File: src/rtl/abc80_pkg.sv
// Shared types and defaults for the ABC80 video RAM arbitration logic.
// Holds the mode encoding and the read-data destination tag.
// No logic; imported by the arbiter.
package abc80_pkg;

  localparam int DEF_ADDR_W = 10;
  localparam int DEF_DATA_W = 8;

  // Arbiter operating mode: normal CPU/video sharing, or download in progress
  typedef enum logic {
    NORMAL = 1'b0,
    LOAD   = 1'b1
  } mode_t;

  // Destination of the RAM read data one cycle after a grant
  typedef enum logic [1:0] {
    NONE = 2'd0,
    VID  = 2'd1,
    CPU  = 2'd2
  } rtag_t;

endpackage

File: src/rtl/abc80_dl_buffer.sv
// One-entry holding register for a download write that lost arbitration.
// Latency: captured at the end of the cycle the write is pushed; cleared when popped.
// Backpressure: none; a new push overwrites a held entry, the producer paces itself.
module abc80_dl_buffer #(
  parameter int ADDR_W = 10,
  parameter int DATA_W = 8
) (
  input  logic              clk_sys,
  input  logic              reset,
  input  logic              push,
  input  logic [ADDR_W-1:0] push_addr,
  input  logic [DATA_W-1:0] push_data,
  input  logic              pop,
  output logic              vld,
  output logic [ADDR_W-1:0] addr,
  output logic [DATA_W-1:0] data
);

  // Hold the latest ungranted write until the arbiter retires it
  always_ff @(posedge clk_sys or posedge reset) begin
    if (reset) begin
      vld  <= 1'b0;
      addr <= '0;
      data <= '0;
    end else if (push) begin
      vld  <= 1'b1;
      addr <= push_addr;
      data <= push_data;
    end else if (pop) begin
      vld  <= 1'b0;
    end
  end

endmodule

File: src/rtl/abc80_vram_arbiter.sv
// Shares one synchronous text RAM between video scanout, Z80 CPU and HPS download.
// Latency: video read 2 cycles; CPU read ack 2 / write ack 1 cycle after grant; download ack 1.
// Backpressure: video never stalls; CPU held through cpu_wait; download retried from a 1-entry buffer.
module abc80_vram_arbiter
  import abc80_pkg::*;
#(
  parameter int ADDR_W = DEF_ADDR_W,
  parameter int DATA_W = DEF_DATA_W
) (
  input  logic              clk_sys,
  input  logic              reset,
  input  logic              vid_req,
  input  logic [ADDR_W-1:0] vid_addr,
  output logic [DATA_W-1:0] vid_data,
  output logic              vid_valid,
  input  logic              cpu_req,
  input  logic              cpu_we,
  input  logic [ADDR_W-1:0] cpu_addr,
  input  logic [DATA_W-1:0] cpu_wdata,
  output logic [DATA_W-1:0] cpu_rdata,
  output logic              cpu_ack,
  output logic              cpu_wait,
  input  logic              dl_en,
  input  logic              dl_req,
  input  logic [ADDR_W-1:0] dl_addr,
  input  logic [DATA_W-1:0] dl_wdata,
  output logic              dl_ack,
  output logic [ADDR_W-1:0] ram_addr,
  output logic              ram_we,
  output logic [DATA_W-1:0] ram_wdata,
  input  logic [DATA_W-1:0] ram_rdata
);

  mode_t             mode_q, mode_d;
  logic              dl_en_q;
  logic              cpu_busy_q;
  rtag_t             rtag_q;
  logic              cpu_wr_ack_q;
  logic              cpu_rd_ack_q;
  logic [ADDR_W-1:0] ram_addr_q;

  logic              pend_vld;
  logic [ADDR_W-1:0] pend_addr;
  logic [DATA_W-1:0] pend_data;

  logic              vid_gnt, cpu_gnt, dl_gnt;
  logic              dl_cand;
  logic [ADDR_W-1:0] dl_cur_addr;
  logic [DATA_W-1:0] dl_cur_data;

  // A fresh strobe takes precedence over the held entry (it overwrites it anyway)
  assign dl_cand     = dl_req | pend_vld;
  assign dl_cur_addr = dl_req ? dl_addr  : pend_addr;
  assign dl_cur_data = dl_req ? dl_wdata : pend_data;

  abc80_dl_buffer #(
    .ADDR_W (ADDR_W),
    .DATA_W (DATA_W)
  ) u_dl_buffer (
    .clk_sys   (clk_sys),
    .reset     (reset),
    .push      (dl_req & ~dl_gnt),
    .push_addr (dl_addr),
    .push_data (dl_wdata),
    .pop       (dl_gnt),
    .vld       (pend_vld),
    .addr      (pend_addr),
    .data      (pend_data)
  );

  // Fixed priority: video, then CPU (normal mode, nothing outstanding), then download (load mode)
  always_comb begin
    vid_gnt = 1'b0;
    cpu_gnt = 1'b0;
    dl_gnt  = 1'b0;
    if (!reset) begin
      if (vid_req)
        vid_gnt = 1'b1;
      else if (mode_q == NORMAL && cpu_req && !cpu_busy_q)
        cpu_gnt = 1'b1;
      else if (mode_q == LOAD && dl_cand)
        dl_gnt = 1'b1;
    end
  end

  // Drive the RAM port from the winner; the address is held when nobody wins
  always_comb begin
    ram_addr  = ram_addr_q;
    ram_we    = 1'b0;
    ram_wdata = '0;
    if (vid_gnt) begin
      ram_addr = vid_addr;
    end else if (cpu_gnt) begin
      ram_addr = cpu_addr;
      ram_we   = cpu_we;
      if (cpu_we)
        ram_wdata = cpu_wdata;
    end else if (dl_gnt) begin
      ram_addr  = dl_cur_addr;
      ram_we    = 1'b1;
      ram_wdata = dl_cur_data;
    end
  end

  // Mode register and download-enable edge detector
  always_ff @(posedge clk_sys or posedge reset) begin
    if (reset) begin
      mode_q  <= NORMAL;
      dl_en_q <= 1'b0;
    end else begin
      mode_q  <= mode_d;
      dl_en_q <= dl_en;
    end
  end

  // Enter load on a rising dl_en; leave only once no download write is left over
  always_comb begin
    mode_d = mode_q;
    case (mode_q)
      NORMAL: if (dl_en && !dl_en_q) mode_d = LOAD;
      LOAD:   if (!dl_en && !dl_cand) mode_d = NORMAL;
    endcase
  end

  // Grant bookkeeping, read-tag pipeline and registered responses
  always_ff @(posedge clk_sys or posedge reset) begin
    if (reset) begin
      cpu_busy_q   <= 1'b0;
      ram_addr_q   <= '0;
      rtag_q       <= NONE;
      cpu_wr_ack_q <= 1'b0;
      cpu_rd_ack_q <= 1'b0;
      dl_ack       <= 1'b0;
      vid_valid    <= 1'b0;
      vid_data     <= '0;
      cpu_rdata    <= '0;
    end else begin
      // CPU request is ignored from grant until the ack cycle has passed
      if (cpu_gnt)
        cpu_busy_q <= 1'b1;
      else if (cpu_ack)
        cpu_busy_q <= 1'b0;

      if (vid_gnt || cpu_gnt || dl_gnt)
        ram_addr_q <= ram_addr;

      rtag_q       <= vid_gnt ? VID : ((cpu_gnt && !cpu_we) ? CPU : NONE);
      cpu_wr_ack_q <= cpu_gnt & cpu_we;
      dl_ack       <= dl_gnt;

      vid_valid    <= (rtag_q == VID);
      cpu_rd_ack_q <= (rtag_q == CPU);
      if (rtag_q == VID)
        vid_data <= ram_rdata;
      if (rtag_q == CPU)
        cpu_rdata <= ram_rdata;
    end
  end

  assign cpu_ack  = cpu_wr_ack_q | cpu_rd_ack_q;
  assign cpu_wait = cpu_req & ~cpu_ack;

endmodule
File: config.mk
export PLATFORM = sky130hd
export DESIGN_NAME = abc80_vram_arbiter
export DESIGN_NICKNAME = d
export VERILOG_FILES = /design/src/rtl/abc80_pkg.sv /design/src/rtl/abc80_dl_buffer.sv /design/src/rtl/abc80_vram_arbiter.sv
export SDC_FILE = /design/constraint.sdc
export NUM_CORES = 1
export LEC_CHECK = 0
export ABC_AREA = 1
export ABC_CLOCK_PERIOD_IN_PS = 1950
export CORE_MARGIN = 5
export CORE_UTILIZATION = 44
export CTS_BUF_LIST = sky130_fd_sc_hd__clkbuf_4 sky130_fd_sc_hd__clkbuf_8 sky130_fd_sc_hd__clkbuf_16
export DETAILED_ROUTE_END_ITERATION = 6
export PLACE_DENSITY = 0.8
export SYNTH_ARGS = -nofsm -noshare
export SYNTH_HDL_FRONTEND = slang
export SYNTH_HIERARCHICAL = 1
export SYNTH_SLANG_ARGS = --single-unit
File: constraint.sdc
create_clock -name clk_sys -period 1.95 [get_ports clk_sys]
set_clock_uncertainty 0.2 [all_clocks]
set_input_delay 0.195 -clock clk_sys [delete_from_list [all_inputs] [get_ports clk_sys]]
set_output_delay 0.195 -clock clk_sys [all_outputs]
set_load 0.01 [all_outputs]
==> impl_metrics.toml <==
[worst_setup_path]
rrSetupSlack_ns = -0.10
cp-end-kind = "primary output"
path_cells = "nor2_2, nand3_4, buf_12, buf_16, nand3_4, nand2_2, nand2_1, buf_2"
crit_path_max_incr_delay_ns = 0.41
cpMostUsedCell = "nand3_4"
slowest_stage = "dfrtp_1"
crit_path_start_kind = "flop"
required_ns = 1.55
worstSetupPathType = "reg -> out"
cp_max_fo = 6
arrival_ns = 1.67

[finish]
syn2layout_area_growth_pct = 66.78
nNetsFinal = 564
final_common_cell = "nand2_1"
drive_above_1_share_pct = 27.38
final_cells = 579
final_cell_mix = "142 x nand2_1, 77 x clkdlybuf4s50_1, 54 x dfrtp_1, 43 x buf_4, 30 x nor2_1"
fin_area_sq_um = 4459
diodes = 0

[clocking]
clk_latency_ns = 0.30
clk_pin_slew_ns = 0.10
cts_buffers = 5
max-clock-path-buffers = 2
cts_sinks = 54
cts_tree = "yes"
htreeDepth = 2
cts_root_buf = "clkbuf_8"

[detailed_routing]
avgRoutedWirePerCell_microns = 15.04
vias = 2887
drc_errors = 0
drt_iter0_markers = 153
wl_microns = 8706
vias_per_cell = 4.986
final_antenna_net_count = 0
drt_first_pass_iters = 4

[die]
die_y_microns = 87.96
rows = 28
dieArea_sq_um = 7736
start_util_pct = 45.16
io_pins = 100
die_x_microns = 87.96
core_sq_um = 5921

[power_and_ir_drop]
leakagePower_nw = 2.350
vdd_drop_max_uv = 475.3
p_total_mw = 3.179
pwr_density_cell_nw_per_um2 = 712.9

[global_routing]
grt_overflow_total = 0
grt_pass1_wl_microns = 13990
first_global_vias = 2980
antenna_found_initial = 0
track_usage_pct = 23.31
grt_max_degree = 28

[synthesis]
avgSynthCellArea_sq_um = 7.532
yosysUniqueCellTypes = 21
syn-cell-area_sq_um = 2674
ys.warnings.count = 6
synth_top_area_share_pct = 50.54
synth_area_leaders = "dfrtp_1 51%, nand2_1 23%, nor2_1 5.9%"
synth-seq-area-share_pct = 50.54
synth_top_cell_by_area = "dfrtp_1"
synth.ff_latch_count = 54
syn_inst = 355
syn_nets = 416

[sta]
hold_viol = 0
min_period_ns = 2.062
setup_ws_ns = -0.1119
slew_viol_final = 0
relSlewSlack_pct = 69.33
setup_tns_ns = -1.355
post-route-period-util_pct = 105.7
setup_viol = 20
worstMarginPinSlew_ns = 0.4590
timing.fmax_mhz = 485.0
fin_hold_ws_ns = 0.01148
rsz0062_at_grt = "true"

[placement]
io_buffers = 99
place_congestion = 0.8143
placed_area_sq_um = 3895
place_hpwl_microns = 5630
dp.cells = 542

[run]
maxCapViolCount = 0

[status]
violations = "negative setup slack"
status = "complete, but fails checks"

[hold_path]
hold_class = "in -> async"
[worst paths after layout]
check,start,cells past startpoint,to
hold reg to reg,dl_en_q$_DFF_PP0_,1,mode_q$_DFF_PP0_
setup reg to reg,cpu_busy_q$_DFFE_PP0P_,12,ram_addr_q[4]$_DFFE_PP0P_
max in group asynchronous,reset,5,u_dl_buffer/addr[8]$_DFFE_PP0P_
setup / recovery,cpu_busy_q$_DFFE_PP0P_,8,ram_addr[1]
hold / removal,reset,4,ram_addr_q[2]$_DFFE_PP0P_
min in group clk_sys,dl_en,1,dl_en_q$_DFF_PP0_
[synthesized netlist by cell type (all sizes together)]
cell type / number
a21o: 1
a21oi: 2
buf: 14
clkbuf: 3
dfrtp: 54
inv: 24
nand2: 164
nand3: 22
nor2: 45
o21ai: 18
o31ai: 7
or2: 1
[state kept, by name, indices dropped and copies added (netlist names), 2 cells and up]
signal            flops
u_dl_buffer/addr     10
cpu_rdata             8
u_dl_buffer/data      8
ram_addr_q           10
rtag_q                2
vid_data              8
[power by group]
group | switching, mW | internal [mW] | leakage, nW
Combinational | 0.463 | 0.504 | 1.64
Clock | 0.360 | 0.548 | 0.0714
Sequential | 0.0616 | 1.24 | 0.634
Total | 0.885 | 2.29 | 2.35
[final cells by class]
class                           instances  area [sq um]
Sequential cell                        54          1351
Clock buffer                            6         82.58
Inverter                               24         97.59
Tap cell                               75         93.84
Fill cell                             410          1461
Multi-Input combinational cell        261          1314
Clock inverter                          2         60.06
Timing Repair Buffer                  157          1460
[cells by family after synthesis]
| family | Yosys count | share of synthesized area [%] |
|---|---|---|
| simple gates | 232 | 35.10 |
| flops | 54 | 50.54 |
| buf+inv | 41 | 8.376 |
| compound gates | 28 | 5.990 |
[what timing repair did]
| item | in CTS | in global routing |
|---|---|---|
| endpoints found under the setup margin | 21 | 23 |
| resized for setup | 115 | 38 |
| pin swaps | 20 | 19 |
| hold buffers | 1 | 0 |
| cloned | 4 | 0 |
| hold endpoints to repair | 3 | 0 |
| buffers inserted | 32 | 3 |
[worst max-delay path, delay by kind of cell, from the launching register on]
family                 cells  cell delay, ns
AND/OR/NAND/NOR            5            0.51
buffers and inverters      3            0.43
flip-flops                 1            0.41
[stage by stage]
stage               setup slack, ns  util [%]
floorplan                    0.3427         -
global placement            -0.3800     65.79
detailed placement          -0.4168     65.79
CTS                        -0.09629     74.13
global route                -0.2048     75.32
finish                      -0.1119     75.32
[per-layer routing]
metal  vias up  global-route usage (%)  share of wire, %
met3        12                   4.139               6.5
li1       1392                       -                 -
met1      1380                   27.93                40
met2       103                   42.74                52
met4         0                   6.416               1.3
met5         -                       0                 0
No activity file was read; power rests on OpenSTA's default activity.
